## src/rtl/velocity_broadcast_dispatcher_if.sv

```systemverilog
// Bus bundle between the broadcast dispatcher, the cache read mux
// and the motion-update broadcast fabric.
interface velocity_broadcast_dispatcher_if #(
    parameter int DATA_WIDTH     = 32,
    parameter int ADDR_WIDTH     = 8,
    parameter int CELL_ID_WIDTH  = 4,
    parameter int CELL_SEL_WIDTH = 6
);
    logic                         in_start;
    logic [3*DATA_WIDTH-1:0]      in_rd_data;
    logic [3*CELL_ID_WIDTH-1:0]   in_rd_dst_cell;
    logic [CELL_SEL_WIDTH-1:0]    out_cell_sel;
    logic [ADDR_WIDTH-1:0]        out_read_address;
    logic                         out_rden;
    logic                         out_motion_update_enable;
    logic [3*DATA_WIDTH-1:0]      out_data;
    logic [3*CELL_ID_WIDTH-1:0]   out_data_dst_cell;
    logic                         out_data_valid;
    logic                         out_busy;
    logic                         out_done;

    modport slave (
        input  in_start, in_rd_data, in_rd_dst_cell,
        output out_cell_sel, out_read_address, out_rden,
        output out_motion_update_enable, out_data, out_data_dst_cell,
        output out_data_valid, out_busy, out_done
    );

    modport master (
        output in_start, in_rd_data, in_rd_dst_cell,
        input  out_cell_sel, out_read_address, out_rden,
        input  out_motion_update_enable, out_data, out_data_dst_cell,
        input  out_data_valid, out_busy, out_done
    );
endinterface

```

## src/rtl/velocity_broadcast_dispatcher.sv

```systemverilog
// Sweeps every source cell cache and broadcasts its velocities; define
// VELOCITY_BROADCAST_OUTREG_EN for an extra output register stage.
module velocity_broadcast_dispatcher #(
    parameter int DATA_WIDTH     = 32,
    parameter int ADDR_WIDTH     = 8,
    parameter int CELL_ID_WIDTH  = 4,
    parameter int NUM_CELLS      = 36,
    parameter int CELL_SEL_WIDTH = 6
) (
    input  logic clk,
    input  logic rst,
    velocity_broadcast_dispatcher_if.slave bus
);

    localparam int VW = 3 * DATA_WIDTH;
    localparam int CW = 3 * CELL_ID_WIDTH;
`ifdef VELOCITY_BROADCAST_OUTREG_EN
    localparam logic [1:0] FLUSH_END = 2'd1;
`else
    localparam logic [1:0] FLUSH_END = 2'd0;
`endif

    typedef enum logic [2:0] {
        IDLE, READ_COUNT, WAIT_COUNT, STREAM, DRAIN, FLUSH, SETTLE
    } state_e;

    state_e                    state_q, state_d;
    logic [1:0]                cnt_q, cnt_d;
    logic [CELL_SEL_WIDTH-1:0] sel_q, sel_d;
    logic [ADDR_WIDTH-1:0]     addr_q, addr_d;
    logic [ADDR_WIDTH-1:0]     n_q, n_d;
    logic [ADDR_WIDTH-1:0]     rd_count;
    logic                      cell_end;
    logic                      last_cell;
    logic                      issue;

    logic [1:0]                fly_q;
    logic                      vld_q;
    logic [VW-1:0]             data_q;
    logic [CW-1:0]             dst_q;
    logic                      pipe_vld;

    assign rd_count  = bus.in_rd_data[ADDR_WIDTH-1:0];
    assign last_cell = (sel_q == CELL_SEL_WIDTH'(NUM_CELLS - 1));
    assign issue     = (state_q == STREAM);

    always_ff @(posedge clk) begin
        if (rst) begin
            state_q <= IDLE;
            cnt_q   <= '0;
            sel_q   <= '0;
            addr_q  <= '0;
            n_q     <= '0;
        end else begin
            state_q <= state_d;
            cnt_q   <= cnt_d;
            sel_q   <= sel_d;
            addr_q  <= addr_d;
            n_q     <= n_d;
        end
    end

    always_comb begin
        state_d  = state_q;
        cnt_d    = cnt_q;
        sel_d    = sel_q;
        addr_d   = addr_q;
        n_d      = n_q;
        cell_end = 1'b0;
        unique case (state_q)
            IDLE: begin
                if (bus.in_start) begin
                    sel_d   = '0;
                    state_d = READ_COUNT;
                end
            end
            READ_COUNT: begin
                cnt_d   = '0;
                state_d = WAIT_COUNT;
            end
            WAIT_COUNT: begin
                if (cnt_q == 2'd0) begin
                    cnt_d = 2'd1;
                end else begin
                    n_d = rd_count;
                    if (rd_count == '0) begin
                        cell_end = 1'b1;
                    end else begin
                        addr_d  = ADDR_WIDTH'(1);
                        state_d = STREAM;
                    end
                end
            end
            STREAM: begin
                // stop on equality so N = all-ones never needs a wrap
                if (addr_q == n_q) begin
                    cnt_d   = '0;
                    state_d = DRAIN;
                end else begin
                    addr_d = addr_q + ADDR_WIDTH'(1);
                end
            end
            DRAIN: begin
                if (cnt_q == 2'd0) cnt_d = 2'd1;
                else cell_end = 1'b1;
            end
            FLUSH: begin
                if (cnt_q == FLUSH_END) begin
                    cnt_d   = '0;
                    state_d = SETTLE;
                end else begin
                    cnt_d = cnt_q + 2'd1;
                end
            end
            SETTLE: begin
                if (cnt_q == 2'd2) state_d = IDLE;
                else cnt_d = cnt_q + 2'd1;
            end
            default: state_d = IDLE;
        endcase
        // next-cell decision costs no cycle of its own
        if (cell_end) begin
            if (last_cell) begin
                cnt_d   = '0;
                state_d = FLUSH;
            end else begin
                sel_d   = sel_q + CELL_SEL_WIDTH'(1);
                state_d = READ_COUNT;
            end
        end
    end

    always_ff @(posedge clk) begin
        if (rst) begin
            fly_q  <= '0;
            vld_q  <= 1'b0;
            data_q <= '0;
            dst_q  <= '0;
        end else begin
            fly_q  <= {fly_q[0], issue};
            vld_q  <= fly_q[1];
            data_q <= fly_q[1] ? bus.in_rd_data : '0;
            dst_q  <= fly_q[1] ? bus.in_rd_dst_cell : '0;
        end
    end

`ifdef VELOCITY_BROADCAST_OUTREG_EN
    logic          o_vld_q;
    logic [VW-1:0] o_data_q;
    logic [CW-1:0] o_dst_q;

    always_ff @(posedge clk) begin
        if (rst) begin
            o_vld_q  <= 1'b0;
            o_data_q <= '0;
            o_dst_q  <= '0;
        end else begin
            o_vld_q  <= vld_q;
            o_data_q <= data_q;
            o_dst_q  <= dst_q;
        end
    end

    assign pipe_vld              = vld_q | o_vld_q;
    assign bus.out_data          = o_data_q;
    assign bus.out_data_dst_cell = o_dst_q;
    assign bus.out_data_valid    = o_vld_q;
`else
    assign pipe_vld              = vld_q;
    assign bus.out_data          = data_q;
    assign bus.out_data_dst_cell = dst_q;
    assign bus.out_data_valid    = vld_q;
`endif

    assign bus.out_cell_sel     = sel_q;
    assign bus.out_rden         = (state_q == READ_COUNT) || issue;
    assign bus.out_read_address = issue ? addr_q : '0;
    assign bus.out_busy         = (state_q != IDLE);
    assign bus.out_done         = (state_q == SETTLE) && (cnt_q == 2'd2);
    // window stays open in FLUSH only while beats are still leaving
    assign bus.out_motion_update_enable =
        (state_q == READ_COUNT) || (state_q == WAIT_COUNT) ||
        (state_q == STREAM) || (state_q == DRAIN) ||
        ((state_q == FLUSH) && pipe_vld);

endmodule
```

## src/flat_wrapper.sv

```systemverilog
// flat-port wrapper written by rule: the top's interface ports become plain ports
module velocity_broadcast_dispatcher_flat 
#(
    parameter int DATA_WIDTH     = 32,
    parameter int ADDR_WIDTH     = 8,
    parameter int CELL_ID_WIDTH  = 4,
    parameter int NUM_CELLS      = 36,
    parameter int CELL_SEL_WIDTH = 6
)
  (clk, rst, bus_in_start, bus_in_rd_data, bus_in_rd_dst_cell, bus_out_cell_sel, bus_out_read_address, bus_out_rden, bus_out_motion_update_enable, bus_out_data, bus_out_data_dst_cell, bus_out_data_valid, bus_out_busy, bus_out_done);
  velocity_broadcast_dispatcher_if #(.DATA_WIDTH(DATA_WIDTH), .ADDR_WIDTH(ADDR_WIDTH), .CELL_ID_WIDTH(CELL_ID_WIDTH), .CELL_SEL_WIDTH(CELL_SEL_WIDTH)) bus_i ();
  input  logic clk;
  input  logic rst;
  input wire logic [$bits(bus_i.in_start)-1:0] bus_in_start;
  input wire logic [$bits(bus_i.in_rd_data)-1:0] bus_in_rd_data;
  input wire logic [$bits(bus_i.in_rd_dst_cell)-1:0] bus_in_rd_dst_cell;
  output wire logic [$bits(bus_i.out_cell_sel)-1:0] bus_out_cell_sel;
  output wire logic [$bits(bus_i.out_read_address)-1:0] bus_out_read_address;
  output wire logic [$bits(bus_i.out_rden)-1:0] bus_out_rden;
  output wire logic [$bits(bus_i.out_motion_update_enable)-1:0] bus_out_motion_update_enable;
  output wire logic [$bits(bus_i.out_data)-1:0] bus_out_data;
  output wire logic [$bits(bus_i.out_data_dst_cell)-1:0] bus_out_data_dst_cell;
  output wire logic [$bits(bus_i.out_data_valid)-1:0] bus_out_data_valid;
  output wire logic [$bits(bus_i.out_busy)-1:0] bus_out_busy;
  output wire logic [$bits(bus_i.out_done)-1:0] bus_out_done;
  assign bus_i.in_start = bus_in_start;
  assign bus_i.in_rd_data = bus_in_rd_data;
  assign bus_i.in_rd_dst_cell = bus_in_rd_dst_cell;
  assign bus_out_cell_sel = bus_i.out_cell_sel;
  assign bus_out_read_address = bus_i.out_read_address;
  assign bus_out_rden = bus_i.out_rden;
  assign bus_out_motion_update_enable = bus_i.out_motion_update_enable;
  assign bus_out_data = bus_i.out_data;
  assign bus_out_data_dst_cell = bus_i.out_data_dst_cell;
  assign bus_out_data_valid = bus_i.out_data_valid;
  assign bus_out_busy = bus_i.out_busy;
  assign bus_out_done = bus_i.out_done;
  velocity_broadcast_dispatcher #(.DATA_WIDTH(DATA_WIDTH), .ADDR_WIDTH(ADDR_WIDTH), .CELL_ID_WIDTH(CELL_ID_WIDTH), .NUM_CELLS(NUM_CELLS), .CELL_SEL_WIDTH(CELL_SEL_WIDTH)) u_core (.clk(clk), .rst(rst), .bus(bus_i));
endmodule
```

## config.mk

```make
export PLATFORM = sky130hd
export DESIGN_NAME = velocity_broadcast_dispatcher_flat
export DESIGN_NICKNAME = d
export VERILOG_FILES = /design/src/rtl/velocity_broadcast_dispatcher_if.sv /design/src/rtl/velocity_broadcast_dispatcher.sv /design/src/flat_wrapper.sv
export SDC_FILE = /design/constraint.sdc
export NUM_CORES = 1
export LEC_CHECK = 0
export ABC_AREA = 1
export ABC_CLOCK_PERIOD_IN_PS = 1850
export BUFFER_PORTS_ARGS = -buffer_cell sky130_fd_sc_hd__buf_4
export CELL_PAD_IN_SITES_DETAIL_PLACEMENT = 1
export CELL_PAD_IN_SITES_GLOBAL_PLACEMENT = 1
export CORE_MARGIN = 4
export CORE_UTILIZATION = 32
export DETAILED_ROUTE_END_ITERATION = 6
export PLACE_DENSITY = 0.81
export SYNTH_ARGS = -nofsm -noshare
export SYNTH_HDL_FRONTEND = slang
export SYNTH_SLANG_ARGS = --single-unit
export TNS_END_PERCENT = 100
```

## constraint.sdc

```tcl
create_clock -name clk -period 1.85 [get_ports clk]
set_input_delay 0 -clock clk [delete_from_list [all_inputs] [get_ports clk]]
set_output_delay 0 -clock clk [all_outputs]
set_load 0.02 [all_outputs]
```

==> out/metrics.cfg, run 1 <==
[power_and_ir_drop]
irDropWorstVdd_uv=913
p_switching_mw=2.39
power_frac_seq_pct=38.8
p_int_mw=5.70
clockPowerShare_pct=42.7
p_sw_share_pct=29.5
p_leak_nw=4.48
comb_power_share_pct=18.4
power_density_nw_per_um2=945

[timing]
timing.final.crit_share_pct=93.3
finalMaxSlewViolations=0
worst_slew_pin_slew_ns=0.538
fmax_mhz=579
finalClockSkew_ns=0.0150
period_needed_ns=1.73
hold_viol_final=0
setup_viol=0
slew_headroom_pct=64.1
tns_ns=0
rsz0062_at_grt=false

[setup_path]
path_class=reg -> out
cp_max_fo=15
crit_path_end_kind=primary output
ff2ff_path_depth=10
crit_arrival_ns=1.73
startpoint_type=flip-flop
critical_path_required_ns=1.85

[detailed_routing]
drt_pass1_iterations=4
ant_nets=0
drc_errors=0
drt_wl_total_microns=24100
viasPerCell=4.61
drt-initial-drc-count=225
vias=5352
wl_per_cell_microns=20.7

[final_layout]
multi_input_area_sq_um=1490
regArea_sq_um=2760
final_area_sq_um=8550
n_fill_cell=1718
drive_above_1_share_pct=30.9
finalNetCount=1081
stdcell_count=1162
postLayoutCoreUtil_pct=58.2
area_delta_synth_final_pct=76.3

[logic_synthesis]
netlist_area_sq_um=4850
ys_types=30
synth_seq_cells=138
synthCells=607
yosysWarningCount=0
syn_area_per_cell_sq_um=7.99
seq_area_frac_synth_pct=56.9
synth_compound_area_share_pct=5.36
synth_top_family_by_area=simple AND/OR/NAND/NOR gates
muxShareOfSynthArea_pct=0
yosys.area_share.simple_pct=21.9
synthAdderAreaFrac_pct=1.55
synth_xor_xnor_area_share_pct=1.81
synthesis.nets=724

[floorplan]
die_y_microns=131
num_io_pins=238
dieArea_sq_um=17200
start_util_pct=33.0
coreArea_sq_um=14700
rows=44
die_w_microns=131

[job]
maxCapViolCount=0

[clock_network]
cts_tree=done
root_buffer=clkbuf_16
cts_sinks=138
clk_path_buf_depth=2
numCtsBuffers=17
path_clk_slew_ns=0.06
htree_num_levels=4
clk-insertion-delay-late_ns=0.43
post-cts-setup-buffer-count=0

[worst_hold_path]
min_path_cells=6
holdCritPathClass=in -> reg

[run_status]
status=finished clean

[placed_design]
port_buffers=237
placed_cells=1020
placed_cell_area_sq_um=6880
place_congestion=0.821
hpwl_microns=13000

[grt]
gr-usage-all-layers_pct=27.7
grt_pass1_vias=6326
grt_max_degree=44
antenna_found_initial=2
grt_overflow=0
grt_pass1_wl_microns=36800

per-layer routing:
layer / share of wire, % / vias to the layer above / GRT usage [%]
li1: - / 2489 / -
met1: 37 / 2578 / 27.5
met2: 52 / 216 / 51.9
met3: 5.5 / 69 / 7.84
met4: 5.4 / 0 / 15.5
met5: 0 / - / 0
cell usage in the layout (no fill, tap or decap), types with 2 or more instances in the layout:
| cell type | n |
|---|---|
| xnor2_1 | 7 |
| nor2_4 | 3 |
| nor2_2 | 4 |
| clkinv_2 | 4 |
| nand3_1 | 17 |
| dfxtp_1 | 137 |
| diode_2 | 2 |
| o21ai_1 | 2 |
| ha_1 | 6 |
| clkinvlp_4 | 3 |
| o21ai_0 | 14 |
| xor2_1 | 3 |
| bufinv_16 | 2 |
| buf_12 | 2 |
| a21oi_1 | 23 |
| clkinv_4 | 2 |
| nand4_1 | 7 |
| dlygate4sd3_1 | 109 |
| nand3_4 | 2 |
| inv_1 | 136 |
| nor2_1 | 141 |
| a21oi_4 | 2 |
| inv_6 | 2 |
| buf_4 | 242 |
| nand2_1 | 65 |
| nand2_2 | 4 |
| clkbuf_16 | 17 |
| inv_2 | 7 |
| nor3b_1 | 2 |
synth_stat cells:
master	number	area share (%)
a211o_1	1	0.18
clkinv_1	1	0.077
inv_1	136	11
or2_2	1	0.13
o21ai_1	2	0.21
ha_1	6	1.5
xnor2_1	7	1.3
a21oi_2	1	0.18
a31oi_1	1	0.13
nor2_1	141	11
nor3b_1	2	0.31
nor2_4	3	0.70
nand3_2	1	0.21
a21oi_1	23	2.4
clkbuf_1	10	0.77
buf_2	4	0.41
nor3_1	1	0.10
nand2_1	66	5.1
nand4_1	7	0.90
buf_4	1	0.15
xor2_1	3	0.54
nand2_2	4	0.52
nand3_4	2	0.72
inv_2	7	0.54
nor2_2	4	0.52
nand3_1	17	1.8
a21oi_4	2	0.67
o21ai_0	14	1.4
a221oi_1	1	0.18
dfxtp_1	138	57
power by group through the flow:
stage / Clock (mW) / Combinational, mW / Sequential (mW)
6_report: 3.45 / 1.49 / 3.14
5_1_grt: 3.62 / 1.61 / 3.15
4_1_cts: 3.40 / 1.44 / 3.13
3_5_place_dp: 0 / 1.23 / 3.19
3_3_place_gp: 0 / 1.21 / 3.19
2_1_floorplan: 0 / 0.716 / 3.21
critical path, cell delays in order, from the launching register on:
cell and delay [ns]:
dfxtp_1 0.46, nand2_1 0.15, inv_2 0.07, nand2_2 0.08, buf_4 0.21, nor2_1 0.16, buf_4 0.17
timing repair:
action                                 4_1_cts  5_1_grt
endpoints found under the hold margin      129        0
setup endpoints to repair                    0        1
hold buffers                               109        0
gates resized for setup                      0        1
cell families after synthesis:
group / after synthesis
adder cells (fa/ha/maj): 6
XOR/XNOR: 10
flip-flops: 138
AND/OR/NAND/NOR: 249
buffers and inverters: 159
AO/OA/AOI/OAI: 45
area by class of cell:
type | instances | area share [%]
antenna | 2 | 0.0585
clock buffer | 17 | 4.97
clock inverter | 14 | 1.74
inverter | 144 | 6.32
multi-input combinational | 310 | 17.4
sequential | 138 | 32.3
tap | 184 | 2.69
timing repair buffer | 353 | 34.5
metrics by stage:
step	hold WS, ns	worst slack, ns	power [mW]
6_report	0.159	0.123	8.08
3_3_place_gp	0.212	0.269	4.40
5_1_grt	0.226	0.0173	8.38
4_1_cts	0.150	0.0888	7.97
2_1_floorplan	0.0694	0.384	3.92
3_5_place_dp	0.222	0.212	4.43
state kept, by name, indices dropped and copies added, names as in the netlist:
signal                        count
u_core.bus.out_data              96
u_core.bus.out_data_dst_cell     12
u_core.addr_q                     8
u_core.n_q                        8
u_core.bus.out_cell_sel           6
u_core.state_q                    3
u_core.cnt_q                      2
u_core.fly_q                      2
u_core.bus.out_data_valid         1
path summary, 6_finish.rpt:
| path | from | end | slack [ns] |
|---|---|---|---|
| setup reg to reg | u_core.cnt_q[1] | u_core.state_q[0] | 0.20 |
| setup / recovery | u_core.state_q[0] | bus_out_read_address[0] | 0.12 |
| hold reg to reg | u_core.cnt_q[0] | u_core.cnt_q[0] | 0.46 |
| hold / removal | bus_in_start | u_core.bus.out_cell_sel[3] | 0.16 |
(Power assumes the default switching activity.)
==> inputs of run 2 (changes only) <==
--- a/config.mk
+++ b/config.mk
@@ -9,11 +9,11 @@
 export ABC_CLOCK_PERIOD_IN_PS = 1850
 export BUFFER_PORTS_ARGS = -buffer_cell sky130_fd_sc_hd__buf_4
 export CELL_PAD_IN_SITES_DETAIL_PLACEMENT = 1
-export CELL_PAD_IN_SITES_GLOBAL_PLACEMENT = 1
+export CELL_PAD_IN_SITES_GLOBAL_PLACEMENT = 2
 export CORE_MARGIN = 4
-export CORE_UTILIZATION = 32
+export CORE_UTILIZATION = 24
 export DETAILED_ROUTE_END_ITERATION = 6
-export PLACE_DENSITY = 0.81
+export PLACE_DENSITY = 0.79
 export SYNTH_ARGS = -nofsm -noshare
 export SYNTH_HDL_FRONTEND = slang
 export SYNTH_SLANG_ARGS = --single-unit
==> out/metrics.cfg, run 2 (synthesis results as in run 1) <==
[grt]
grt_pass1_vias=5807
grt_util_met2_pct=32.6
top_usage_layer=met2
grt_overflow=0
grt_max_degree=31
grt_pass1_wl_microns=30700
grtUsageMet3_pct=7.19
antenna_found_initial=0
gr-usage-all-layers_pct=17.7
use_met1_pct=18.0

[placed_design]
port_buffers=237
place_congestion=0.768
placed_cells=1100
placed_cell_area_sq_um=6990
dp_slack_ns=0.195
hpwl_microns=13300

[floorplan]
die_w_microns=150
dieArea_sq_um=22600
die_y_microns=150
rows=51
coreArea_sq_um=19700
num_io_pins=238
start_util_pct=24.7

[power_and_ir_drop]
power_mw=7.97
p_leak_nw=4.49
irDropWorstVdd_uv=588
power_density_nw_per_um2=920

[detailed_routing]
drc_errors=0
wl_per_cell_microns=15.8
drt_wl_total_microns=19600
drt-initial-drc-count=97
drt_pass1_iterations=4
viasPerCell=4.06
ant_nets=0
vias=5034

[timing]
finalMaxSlewViolations=0
hold_ws_ns=0.150
setup_viol=0
worst_slew_pin_slew_ns=0.435
fmax_mhz=587
period_needed_ns=1.70
timing.final.crit_share_pct=92.0
finalClockSkew_ns=0.0127
tns_ns=0
worst_slack_ns=0.147
hold_viol_final=0
slew_headroom_pct=70.7
rsz0062_at_grt=false

[clock_network]
clk-insertion-delay-late_ns=0.42
post-cts-setup-buffer-count=0
clk_path_buf_depth=2
cts_tree=done
path_clk_slew_ns=0.06
cts_sinks=138
htree_num_levels=4
root_buffer=clkbuf_16
numCtsBuffers=17

[final_layout]
antenna_cells=0
final_common_cell=buf_4
area_delta_synth_final_pct=78.5
final_area_sq_um=8660
mostFrequentLayoutCells=buf_4, nor2_1, inv_1, dfxtp_1, dlygate4sd3_1
finalNetCount=1080
drive_above_1_share_pct=31.0
largest_reg_flops=96
postLayoutCoreUtil_pct=44.1
stdcell_count=1241

[setup_path]
crit_arrival_ns=1.70
crit_path_end_kind=primary output
critical_path_required_ns=1.85
path_class=reg -> out
startpoint_type=flip-flop
cp_max_fo=11

[worst_hold_path]
holdCritPathClass=in -> reg

[job]
maxCapViolCount=0

[run_status]
status=finished clean

[run 2: layer usage]
layer / vias up / wire length (microns)
met5: - / 0
met4: 0 / 559
met3: 27 / 1570
met2: 172 / 10100
met1: 2346 / 7300
li1: 2489 / -
[run 2: report_power, final]
part | total, mW | internal, mW | switching [mW] | leakage [nW]
clock | 3.38 | 1.91 | 1.47 | 0.282
sequential | 3.13 | 3.05 | 0.0814 | 1.11
combinational | 1.46 | 0.653 | 0.802 | 3.09
total | 7.97 | 5.61 | 2.35 | 4.49
[run 2: final timing paths]
check / startpoint / endpoint / slack, ns / cells past startpoint
min reg2reg: u_core.fly_q[0] / u_core.fly_q[1] / 0.42 / 2
max reg2reg: u_core.cnt_q[1] / u_core.state_q[2] / 0.25 / 10
max: u_core.state_q[0] / bus_out_read_address[7] / 0.15 / 6
min: bus_in_start / u_core.bus.out_cell_sel[4] / 0.15 / 6
[run 2: repair_timing]
item,4_1_cts,5_1_grt
setup endpoints to repair,0,4
hold endpoints to repair,128,0
resized for setup,0,2
hold buffers,109,0
[run 2: area by class of cell]
class                      count  area (sq um)
clock buffer                  17           425
tap                          265           332
multi-input combinational    310          1490
fill                        2361         11000
sequential                   138          2770
timing repair buffer         352          2950
inverter                     144           541
clock inverter                15           154
[run 2: critical path, stage by stage, from the launching register on]
cell,delay (ns)
dfxtp_1,0.45
nand2_1,0.14
inv_2,0.07
nand2_2,0.17
buf_4,0.23
nor2_1,0.09
buf_4,0.14
==> inputs of run 3 (changes only) <==
--- a/config.mk
+++ b/config.mk
@@ -5,15 +5,14 @@
 export SDC_FILE = /design/constraint.sdc
 export NUM_CORES = 1
 export LEC_CHECK = 0
-export ABC_AREA = 1
 export ABC_CLOCK_PERIOD_IN_PS = 1850
 export BUFFER_PORTS_ARGS = -buffer_cell sky130_fd_sc_hd__buf_4
 export CELL_PAD_IN_SITES_DETAIL_PLACEMENT = 1
 export CELL_PAD_IN_SITES_GLOBAL_PLACEMENT = 2
 export CORE_MARGIN = 4
-export CORE_UTILIZATION = 24
+export CORE_UTILIZATION = 26
 export DETAILED_ROUTE_END_ITERATION = 6
-export PLACE_DENSITY = 0.79
+export PLACE_DENSITY = 0.8
 export SYNTH_ARGS = -nofsm -noshare
 export SYNTH_HDL_FRONTEND = slang
 export SYNTH_SLANG_ARGS = --single-unit
==> out/metrics.cfg, run 3 <==
[run_status]
status=finished clean

[worst_hold_path]
hp-start=bus_in_rd_dst_cell[9]
holdCritPathClass=in -> reg

[power_and_ir_drop]
power_mw=7.81
power_density_nw_per_um2=902
p_leak_nw=4.01
irDropWorstVdd_uv=604

[setup_path]
regToRegStartpoint=u_core.cnt_q[1]
path_class=reg -> reg
cp_max_fo=6
path_cells=inv_2 -> ha_4 -> or4b_4 -> a21oi_4 -> buf_6 -> nor3_1 -> a211oi_1
crit_arrival_ns=2.11
slowest_stage=or4b_4
path_delay_family=simple AND/OR/NAND/NOR gates
crit_path_end_kind=flip-flop
worst-path-buf-inv=2
critical_path_required_ns=2.16
startpoint_type=flip-flop
slowest_delay_ns=0.50
cp-startpoint=u_core.cnt_q[1]

[clock_network]
htree_num_levels=4
cts_tree=done
root_buffer=clkbuf_16
clk-insertion-delay-late_ns=0.41
clk_path_buf_depth=2
numCtsBuffers=17
cts_sinks=138
path_clk_slew_ns=0.06

[timing]
rsz0062_at_grt=true
fmax_mhz=556
slew_headroom_pct=63.6
timing.final.crit_share_pct=97.3
worst_slack_ns=0.0499
hold_ws_ns=0.347
setup_viol=0
period_needed_ns=1.80
worst_slew_pin_slew_ns=0.546
hold_viol_final=0
finalClockSkew_ns=0.00911
finalMaxSlewViolations=0
tns_ns=0

[logic_synthesis]
netlist_area_sq_um=4730
synthesis.nets=572
ys_types=51
seq_area_frac_synth_pct=58.4
synth_top_area_share_pct=58.4
postSynth.asyncResetShare_pct=0
synth_area_leader_cell=dfxtp_1
synth.area.top_cells=dfxtp_1, and2_1, nand2_1
yosys-top-cells-count=dfxtp_1, and2_1, nand2_1
synth_seq_cells=138
dominantRegCellSynth=dfxtp_1
yosysWarningCount=0
syn_area_per_cell_sq_um=10.4
synthCells=455
synthMostInstantiatedCell=dfxtp_1
synth-edff-count=0

[final_layout]
final_common_cell=buf_4
mostFrequentLayoutCells=buf_4, dfxtp_1, and2_1, dlygate4sd3_1, nand2_1
finalNetCount=943
final_area_sq_um=8650
largest_reg_flops=96
area_delta_synth_final_pct=83.0
n_fill_cell=1989
drive_above_1_share_pct=38.4
postLayoutCoreUtil_pct=48.3
stdcell_count=1072

[detailed_routing]
viasPerCell=4.33
wl_per_cell_microns=18.0
drc_errors=0
vias=4638
drt-initial-drc-count=167
drt_pass1_iterations=6
ant_nets=0
drt_wl_total_microns=19300

[job]
maxCapViolCount=0

[floorplan]
coreArea_sq_um=17900
die_w_microns=143
num_io_pins=238
start_util_pct=26.4
rows=49
dieArea_sq_um=20400
die_y_microns=143

[placed_design]
dp_slack_ns=-0.0344
placed_cell_area_sq_um=6900
hpwl_microns=12300
place_congestion=0.809
port_buffers=237
placed_cells=923

[grt]
antenna_found_initial=3
grt_overflow=0
gr-usage-all-layers_pct=18.2
grt_max_degree=71
grt_pass1_wl_microns=28500
grt_pass1_vias=5120

## run 3: changes by cell type after synthesis, moves of 7 or more
cell	delta
a21oi_1	-9
and2_1	+118
clkbuf_1	+8
inv_1	-128
inv_2	-7
nand2_1	-34
nand3_1	-10
nor2_1	-122
o21ai_0	-8
xor2_1	+7
## run 3: cells by family after synthesis
group,share of synthesized area [%]
buffers and inverters,2.65
AOI/OAI and AO/OA,7.89
adders and majority gates,1.59
muxes,1.09
and+or+nand+nor,26.1
xor gates and xnor gates,2.22
DFF,58.4
## run 3: worst min-delay path, cell delays in order
cell and delay, ns:
dlygate4sd3_1 0.53, buf_4 0.10, and2_1 0.09
## run 3: cell type report
class / count / area [sq um] / share of cell area [%]
inverter: 8 / 30.0 / 0.347
clock buffer: 19 / 453 / 5.23
antenna: 4 / 10.0 / 0.116
timing repair buffer: 374 / 3090 / 35.7
tap: 229 / 287 / 3.31
clock inverter: 13 / 129 / 1.49
sequential: 138 / 2770 / 32.0
multi-input combinational: 287 / 1890 / 21.8
## run 3: worst paths after layout
kind,to,slack [ns],cells past startpoint
setup reg to reg,u_core.addr_q[0],0.05,7
hold reg to reg,u_core.fly_q[1],0.45,1
setup / recovery,u_core.addr_q[0],0.05,7
hold / removal,u_core.bus.out_data_dst_cell[9],0.35,3
## run 3: power breakdown
part	switching, mW	total [mW]	leakage (nW)	internal (mW)
logic	0.656	1.36	2.62	0.707
clock network	1.39	3.35	0.282	1.96
registers	0.0558	3.10	1.11	3.04
## run 3: layer usage
| layer | vias to the layer above | wire, microns | global-route usage [%] |
|---|---|---|---|
| met5 | - | 0 | 0 |
| met4 | 0 | 343 | 6.75 |
| met3 | 21 | 1120 | 4.86 |
| met2 | 164 | 10300 | 33.4 |
| met1 | 2216 | 7530 | 20.1 |
| li1 | 2237 | - | - |
## run 3: what timing repair did
| item | in CTS | in global routing |
|---|---|---|
| endpoints found under the hold margin | 118 | 0 |
| resized for setup | 1 | 8 |
| pin swaps | 1 | 2 |
| setup endpoints to repair | 1 | 11 |
| buffers inserted | 0 | 3 |
| hold buffers | 110 | 0 |
